**src/rtl/rf_write_arbiter_if.sv**
```systemverilog
// Register-file write port bundle: two writeback requesters, the clear
// control, and the registered write port that feeds the register file.
interface rf_write_arbiter_if #(
    parameter int DATA_W = 32
);
    logic              req0_valid;
    logic [4:0]        req0_addr;
    logic [DATA_W-1:0] req0_data;
    logic              req0_ready;
    logic              req1_valid;
    logic [4:0]        req1_addr;
    logic [DATA_W-1:0] req1_data;
    logic              req1_ready;
    logic              clr_start;
    logic              busy;
    logic              rf_we3;
    logic [4:0]        rf_wa3;
    logic [DATA_W-1:0] rf_wd3;

    // Requester / controller side
    modport master (
        output req0_valid, req0_addr, req0_data,
        output req1_valid, req1_addr, req1_data,
        output clr_start,
        input  req0_ready, req1_ready, busy,
        input  rf_we3, rf_wa3, rf_wd3
    );

    // Arbiter side
    modport slave (
        input  req0_valid, req0_addr, req0_data,
        input  req1_valid, req1_addr, req1_data,
        input  clr_start,
        output req0_ready, req1_ready, busy,
        output rf_we3, rf_wa3, rf_wd3
    );
endinterface

```
**src/rtl/rf_write_arbiter.sv**
```systemverilog
// Register-file write arbiter. After reset (or on clr_start) it zeroes
// x1..x31 one register per cycle, then round-robin arbitrates between the
// ALU and load writeback requesters onto the single write port, one write
// per cycle with one cycle of latency. Writes to x0 are accepted but the
// write enable is suppressed.
module rf_write_arbiter #(
    parameter int DATA_W = 32
) (
    input  logic                clk,
    input  logic                reset_n,
    rf_write_arbiter_if.slave   bus
);
    typedef enum logic {CLEAR = 1'b0, RUN = 1'b1} state_t;

    state_t            state;
    logic [4:0]        cnt;
    logic              rr;
    logic              we_p1;
    logic [4:0]        wa_p1;
    logic [DATA_W-1:0] wd_p1;

    logic rdy0;
    logic rdy1;
    logic gnt0;
    logic gnt1;

    // Grant decode: only in RUN and never while a clear is being requested;
    // on contention rr picks the winner.
    always_comb begin
        rdy0 = 1'b0;
        rdy1 = 1'b0;
        if (state == RUN && !bus.clr_start) begin
            if (bus.req0_valid && (!bus.req1_valid || !rr)) begin
                rdy0 = 1'b1;
            end else if (bus.req1_valid) begin
                rdy1 = 1'b1;
            end
        end
    end

    assign gnt0 = bus.req0_valid && rdy0;
    assign gnt1 = bus.req1_valid && rdy1;

    // Sequencer: clear walk, arbitration pointer and the registered write port.
    always_ff @(posedge clk or negedge reset_n) begin
        if (!reset_n) begin
            state <= CLEAR;
            cnt   <= 5'd1;
            rr    <= 1'b0;
            we_p1 <= 1'b0;
            wa_p1 <= '0;
            wd_p1 <= '0;
        end else begin
            case (state)
                CLEAR: begin
                    // cnt wraps to 0 after 31; it is reloaded on re-entry.
                    we_p1 <= 1'b1;
                    wa_p1 <= cnt;
                    wd_p1 <= '0;
                    cnt   <= cnt + 5'd1;
                    if (cnt == 5'd31) begin
                        state <= RUN;
                    end
                end
                RUN: begin
                    if (bus.clr_start) begin
                        state <= CLEAR;
                        cnt   <= 5'd1;
                        we_p1 <= 1'b0;
                    end else if (gnt0) begin
                        we_p1 <= (bus.req0_addr != 5'd0);
                        wa_p1 <= bus.req0_addr;
                        wd_p1 <= bus.req0_data;
                        rr    <= 1'b1;
                    end else if (gnt1) begin
                        we_p1 <= (bus.req1_addr != 5'd0);
                        wa_p1 <= bus.req1_addr;
                        wd_p1 <= bus.req1_data;
                        rr    <= 1'b0;
                    end else begin
                        // Idle cycle: address/data hold, only the enable drops.
                        we_p1 <= 1'b0;
                    end
                end
                default: begin
                    state <= CLEAR;
                    cnt   <= 5'd1;
                    we_p1 <= 1'b0;
                end
            endcase
        end
    end

    assign bus.req0_ready = rdy0;
    assign bus.req1_ready = rdy1;
    assign bus.busy       = (state == CLEAR);
    assign bus.rf_we3     = we_p1;
    assign bus.rf_wa3     = wa_p1;
    assign bus.rf_wd3     = wd_p1;
endmodule

```
**src/flat_wrapper.sv**
```systemverilog
// flat-port wrapper written by rule: the top's interface ports become plain ports
module rf_write_arbiter_flat 
#(
    parameter int DATA_W = 32
)
  (clk, reset_n, bus_req0_valid, bus_req0_addr, bus_req0_data, bus_req1_valid, bus_req1_addr, bus_req1_data, bus_clr_start, bus_req0_ready, bus_req1_ready, bus_busy, bus_rf_we3, bus_rf_wa3, bus_rf_wd3);
  rf_write_arbiter_if #(.DATA_W(DATA_W)) bus_i ();
  input  logic clk;
  input  logic reset_n;
  input wire logic [$bits(bus_i.req0_valid)-1:0] bus_req0_valid;
  input wire logic [$bits(bus_i.req0_addr)-1:0] bus_req0_addr;
  input wire logic [$bits(bus_i.req0_data)-1:0] bus_req0_data;
  input wire logic [$bits(bus_i.req1_valid)-1:0] bus_req1_valid;
  input wire logic [$bits(bus_i.req1_addr)-1:0] bus_req1_addr;
  input wire logic [$bits(bus_i.req1_data)-1:0] bus_req1_data;
  input wire logic [$bits(bus_i.clr_start)-1:0] bus_clr_start;
  output wire logic [$bits(bus_i.req0_ready)-1:0] bus_req0_ready;
  output wire logic [$bits(bus_i.req1_ready)-1:0] bus_req1_ready;
  output wire logic [$bits(bus_i.busy)-1:0] bus_busy;
  output wire logic [$bits(bus_i.rf_we3)-1:0] bus_rf_we3;
  output wire logic [$bits(bus_i.rf_wa3)-1:0] bus_rf_wa3;
  output wire logic [$bits(bus_i.rf_wd3)-1:0] bus_rf_wd3;
  assign bus_i.req0_valid = bus_req0_valid;
  assign bus_i.req0_addr = bus_req0_addr;
  assign bus_i.req0_data = bus_req0_data;
  assign bus_i.req1_valid = bus_req1_valid;
  assign bus_i.req1_addr = bus_req1_addr;
  assign bus_i.req1_data = bus_req1_data;
  assign bus_i.clr_start = bus_clr_start;
  assign bus_req0_ready = bus_i.req0_ready;
  assign bus_req1_ready = bus_i.req1_ready;
  assign bus_busy = bus_i.busy;
  assign bus_rf_we3 = bus_i.rf_we3;
  assign bus_rf_wa3 = bus_i.rf_wa3;
  assign bus_rf_wd3 = bus_i.rf_wd3;
  rf_write_arbiter #(.DATA_W(DATA_W)) u_core (.clk(clk), .reset_n(reset_n), .bus(bus_i));
endmodule
```
**config.mk**
```make
export PLATFORM = sky130hd
export DESIGN_NAME = rf_write_arbiter_flat
export DESIGN_NICKNAME = d
export VERILOG_FILES = /design/src/rtl/rf_write_arbiter_if.sv /design/src/rtl/rf_write_arbiter.sv /design/src/flat_wrapper.sv
export SDC_FILE = /design/constraint.sdc
export NUM_CORES = 1
export LEC_CHECK = 0
export CELL_PAD_IN_SITES_DETAIL_PLACEMENT = 0
export CELL_PAD_IN_SITES_GLOBAL_PLACEMENT = 2
export CORE_ASPECT_RATIO = 0.8
export CORE_MARGIN = 2
export CORE_UTILIZATION = 19
export CTS_CLUSTER_SIZE = 14
export DETAILED_ROUTE_END_ITERATION = 16
export PLACE_DENSITY_LB_ADDON = 0.1
export SETUP_SLACK_MARGIN = 0.3
export SYNTH_ARGS = -nofsm -noshare
export SYNTH_HDL_FRONTEND = slang
export SYNTH_SLANG_ARGS = --single-unit
export TNS_END_PERCENT = 10
```
**constraint.sdc**
```tcl
create_clock -name clk -period 1.4 [get_ports clk]
set_input_delay 0.14 -clock clk [delete_from_list [all_inputs] [get_ports clk]]
set_output_delay 0.14 -clock clk [all_outputs]
set_load 0.01 [all_outputs]
```
==> results.ini, run 1 <==
[synth]
synth_edf_count = 0
synthFlopType = dfrtp_1
synth_fp_nets = 325
yosysSeqAreaShare_pct = 51.5
avgSynthCellArea_um2 = 8.97
synthCells = 244
yosysWarnings = 0
synth_async_sr_flop_share_pct = 100
yosys_register_bits = 45
synth_area_mm2 = 0.00219
synth.distinct_cells = 38

[clock_network]
cts_buffer_depth = 2
insertion_delay_ns = 0.29
cts-root-buf = clkbuf_16
cts_buffers = 5
cts.sinks = 45
clkTransAtPathRegs_ns = 0.06
htreeDepth = 2
cts_tree = done

[sta]
finalSetupViolCount = 0
tightest_slew_ns = 0.280
fin_crit_sh_pct = 98.2
period_minus_slack_ns = 1.37
fmax_ghz = 0.728
fin_skew_ns = 0.00565
rsz0062_at_grt = yes
maxSlewViolCount = 0
relSlewSlack_pct = 81.3
hold_viol_final = 0

[finish]
fin_area_mm2 = 0.00424
diodes = 0
layout_commonest_cell = clkdlybuf4s50_1
synthToLayoutAreaGrowth_pct = 93.7
layout.nets = 475
drive_gt1_share_pct = 19.7
final_cell_mix = 75 x clkdlybuf4s50_1, 45 x nand2_1, 43 x dfrtp_1
layout.cells.non_filler = 543

[run]
drv_cap = 0

[die]
die_y_um = 100
ios = 120
die_w_um = 124
core_area_mm2 = 0.0114
dieArea_mm2 = 0.0124
rows = 35
start_util_pct = 19.2

[drt]
wire_per_inst_um = 16.0
num_vias = 2364
ant_nets = 0
first_pass_iters = 4
drc = 0
wl_um = 8680
avgViaCountPerCell = 4.35
drt_iter0_markers = 142

[hold_path]
hp-class = primary input to async pin

[critical_path]
worstSetupPathType = register to register
reg2reg_depth = 4
start_kind = register
r2r_start = u_core.cnt[0]
cp_max_fo = 2
cp.arrival_ns = 1.55
cp-end-kind = register
worstReg2RegEnd = u_core.cnt[4]
r2r_slack_ns = 0.03
cp.required_ns = 1.57

[global_routing]
grt.overflow.total = 0
grt_pass1_wl_um = 12600
grt_max_degree = 46
antenna_found_initial = 0
grt_pass1_vias = 2446
grt.total_usage_pct = 13.2

[power_and_ir_drop]
leakagePower_uw = 0.00241
vdd_ir_drop_max_mv = 0.472
p_per_area_mw_per_mm2 = 1110

[placement]
portBuffers = 119
place_inst = 526
dp_hpwl_um = 5820
place_congestion = 0.740
placed_area_mm2 = 0.00375

[run_status]
status = complete, no violations

==> worst max path at each step <==
stage / from / endpoint / slack, ns / cells past startpoint
finish: u_core.cnt[0] / u_core.cnt[4] / 0.03 / 4
global route: u_core.state / u_core.bus.rf_wa3[1] / -0.03 / 5
CTS: u_core.cnt[0] / u_core.cnt[4] / 0.03 / 4
detailed placement: bus_clr_start / u_core.bus.rf_wa3[0] / -0.39 / 6
global placement: bus_clr_start / bus_req1_ready / -0.34 / 4
floorplan: u_core.cnt[0] / u_core.cnt[4] / 0.05 / 4
==> metal layers <==
metal | GRT usage [%] | vias to the layer above | wire, µm
met4 | 2.85 | 0 | 49
met5 | 0 | - | 0
li1 | - | 1161 | -
met1 | 17.9 | 1123 | 4280
met3 | 4.60 | 2 | 703
met2 | 20.4 | 78 | 3650
==> logic make-up (layout without fill, tap and decap cells) <==
family                     count (synthesis)  after routing  synth area share (%)
buffers and inverters                     21            171                  5.43
xor gates and xnor gates                   2              2                 0.800
DFF                                       45             45                  51.5
and+or+nand+nor                          120            121                  24.5
AOI/OAI and AO/OA                         54             54                  16.6
adders and majority gates                  2              2                  1.14
==> critical path, stage by stage, from the launching register on <==
cell and delay (ns):
dfstp_2 0.55, ha_4 0.13, and3_4 0.19, ha_4 0.19, a22o_1 0.20
==> cell type report <==
| class | instances | area [µm²] |
|---|---|---|
| fill | 1191 | 7150 |
| timing repair buffer | 159 | 1680 |
| sequential | 45 | 1130 |
| multi-input combinational | 179 | 1060 |
| tap | 148 | 185 |
| clock buffer | 7 | 153 |
| inverter | 4 | 20.0 |
| clock inverter | 1 | 5.00 |
==> repair_timing <==
item,CTS,global route
pin swaps,3,9
hold endpoints to repair,44,0
gates resized for setup,26,63
endpoints found under the setup margin,85,85
buffers inserted,3,1
hold buffers,1,0
gates cloned,0,4
==> cells in the mapped netlist (all sizes together) (2+ instances only) <==
library cell  count  area share (%)
nand2            49             8.4
dfrtp            44              50
nor2             31             5.3
nand3            27             6.4
a31oi            25             7.1
buf              11             3.7
a22oi             7             2.4
clkbuf            6             1.0
a21oi             5             1.3
and3              5             1.4
o21ai             4            0.91
a211o             3             1.2
inv               3            0.51
and2              2            0.69
ha                2             1.1
nand2b            2            0.57
nor4              2            0.57
o22ai             2            0.57
==> power breakdown <==
group          switching (µW)  internal [µW]  leakage, µW
combinational             715            975      0.00174
clock                     517            757    0.0000799
sequential                193           1560     0.000596
==> state kept, by name, summed over array words and instances (netlist names) <==
register           flops
u_core.bus.rf_wd3     32
u_core.state           1
u_core.cnt             5
u_core.bus.rf_wa3      5
u_core.rr              1
u_core.bus.rf_we3      1
==> metrics by stage <==
| stage | hold slack [ns] | setup slack [ns] | TNS [ns] | utilization [%] | power, µW |
|---|---|---|---|---|---|
| global route | 0.405 | -0.0273 | -0.241 | 37.2 | 5010 |
| floorplan | -0.156 | 0.0505 | 0 | - | 2440 |
| finish | 0.362 | 0.0255 | 0 | 37.2 | 4720 |
| global placement | 0.153 | -0.342 | -11.00 | 33.0 | 3410 |
| detailed placement | 0.158 | -0.385 | -11.49 | 33.0 | 3410 |
| CTS | 0.378 | 0.0258 | 0 | 34.9 | 4760 |
No activity file was read; power rests on OpenSTA's default activity.
==> inputs of run 2 (changes only) <==
--- a/config.mk
+++ b/config.mk
@@ -14,6 +14,7 @@
 export DETAILED_ROUTE_END_ITERATION = 16
 export PLACE_DENSITY_LB_ADDON = 0.1
 export SETUP_SLACK_MARGIN = 0.3
+export SLEW_MARGIN = 0
 export SYNTH_ARGS = -nofsm -noshare
 export SYNTH_HDL_FRONTEND = slang
 export SYNTH_SLANG_ARGS = --single-unit
==> results of run 2 <==
No change in the layout: final DEF, timing and power equal those of run 1.
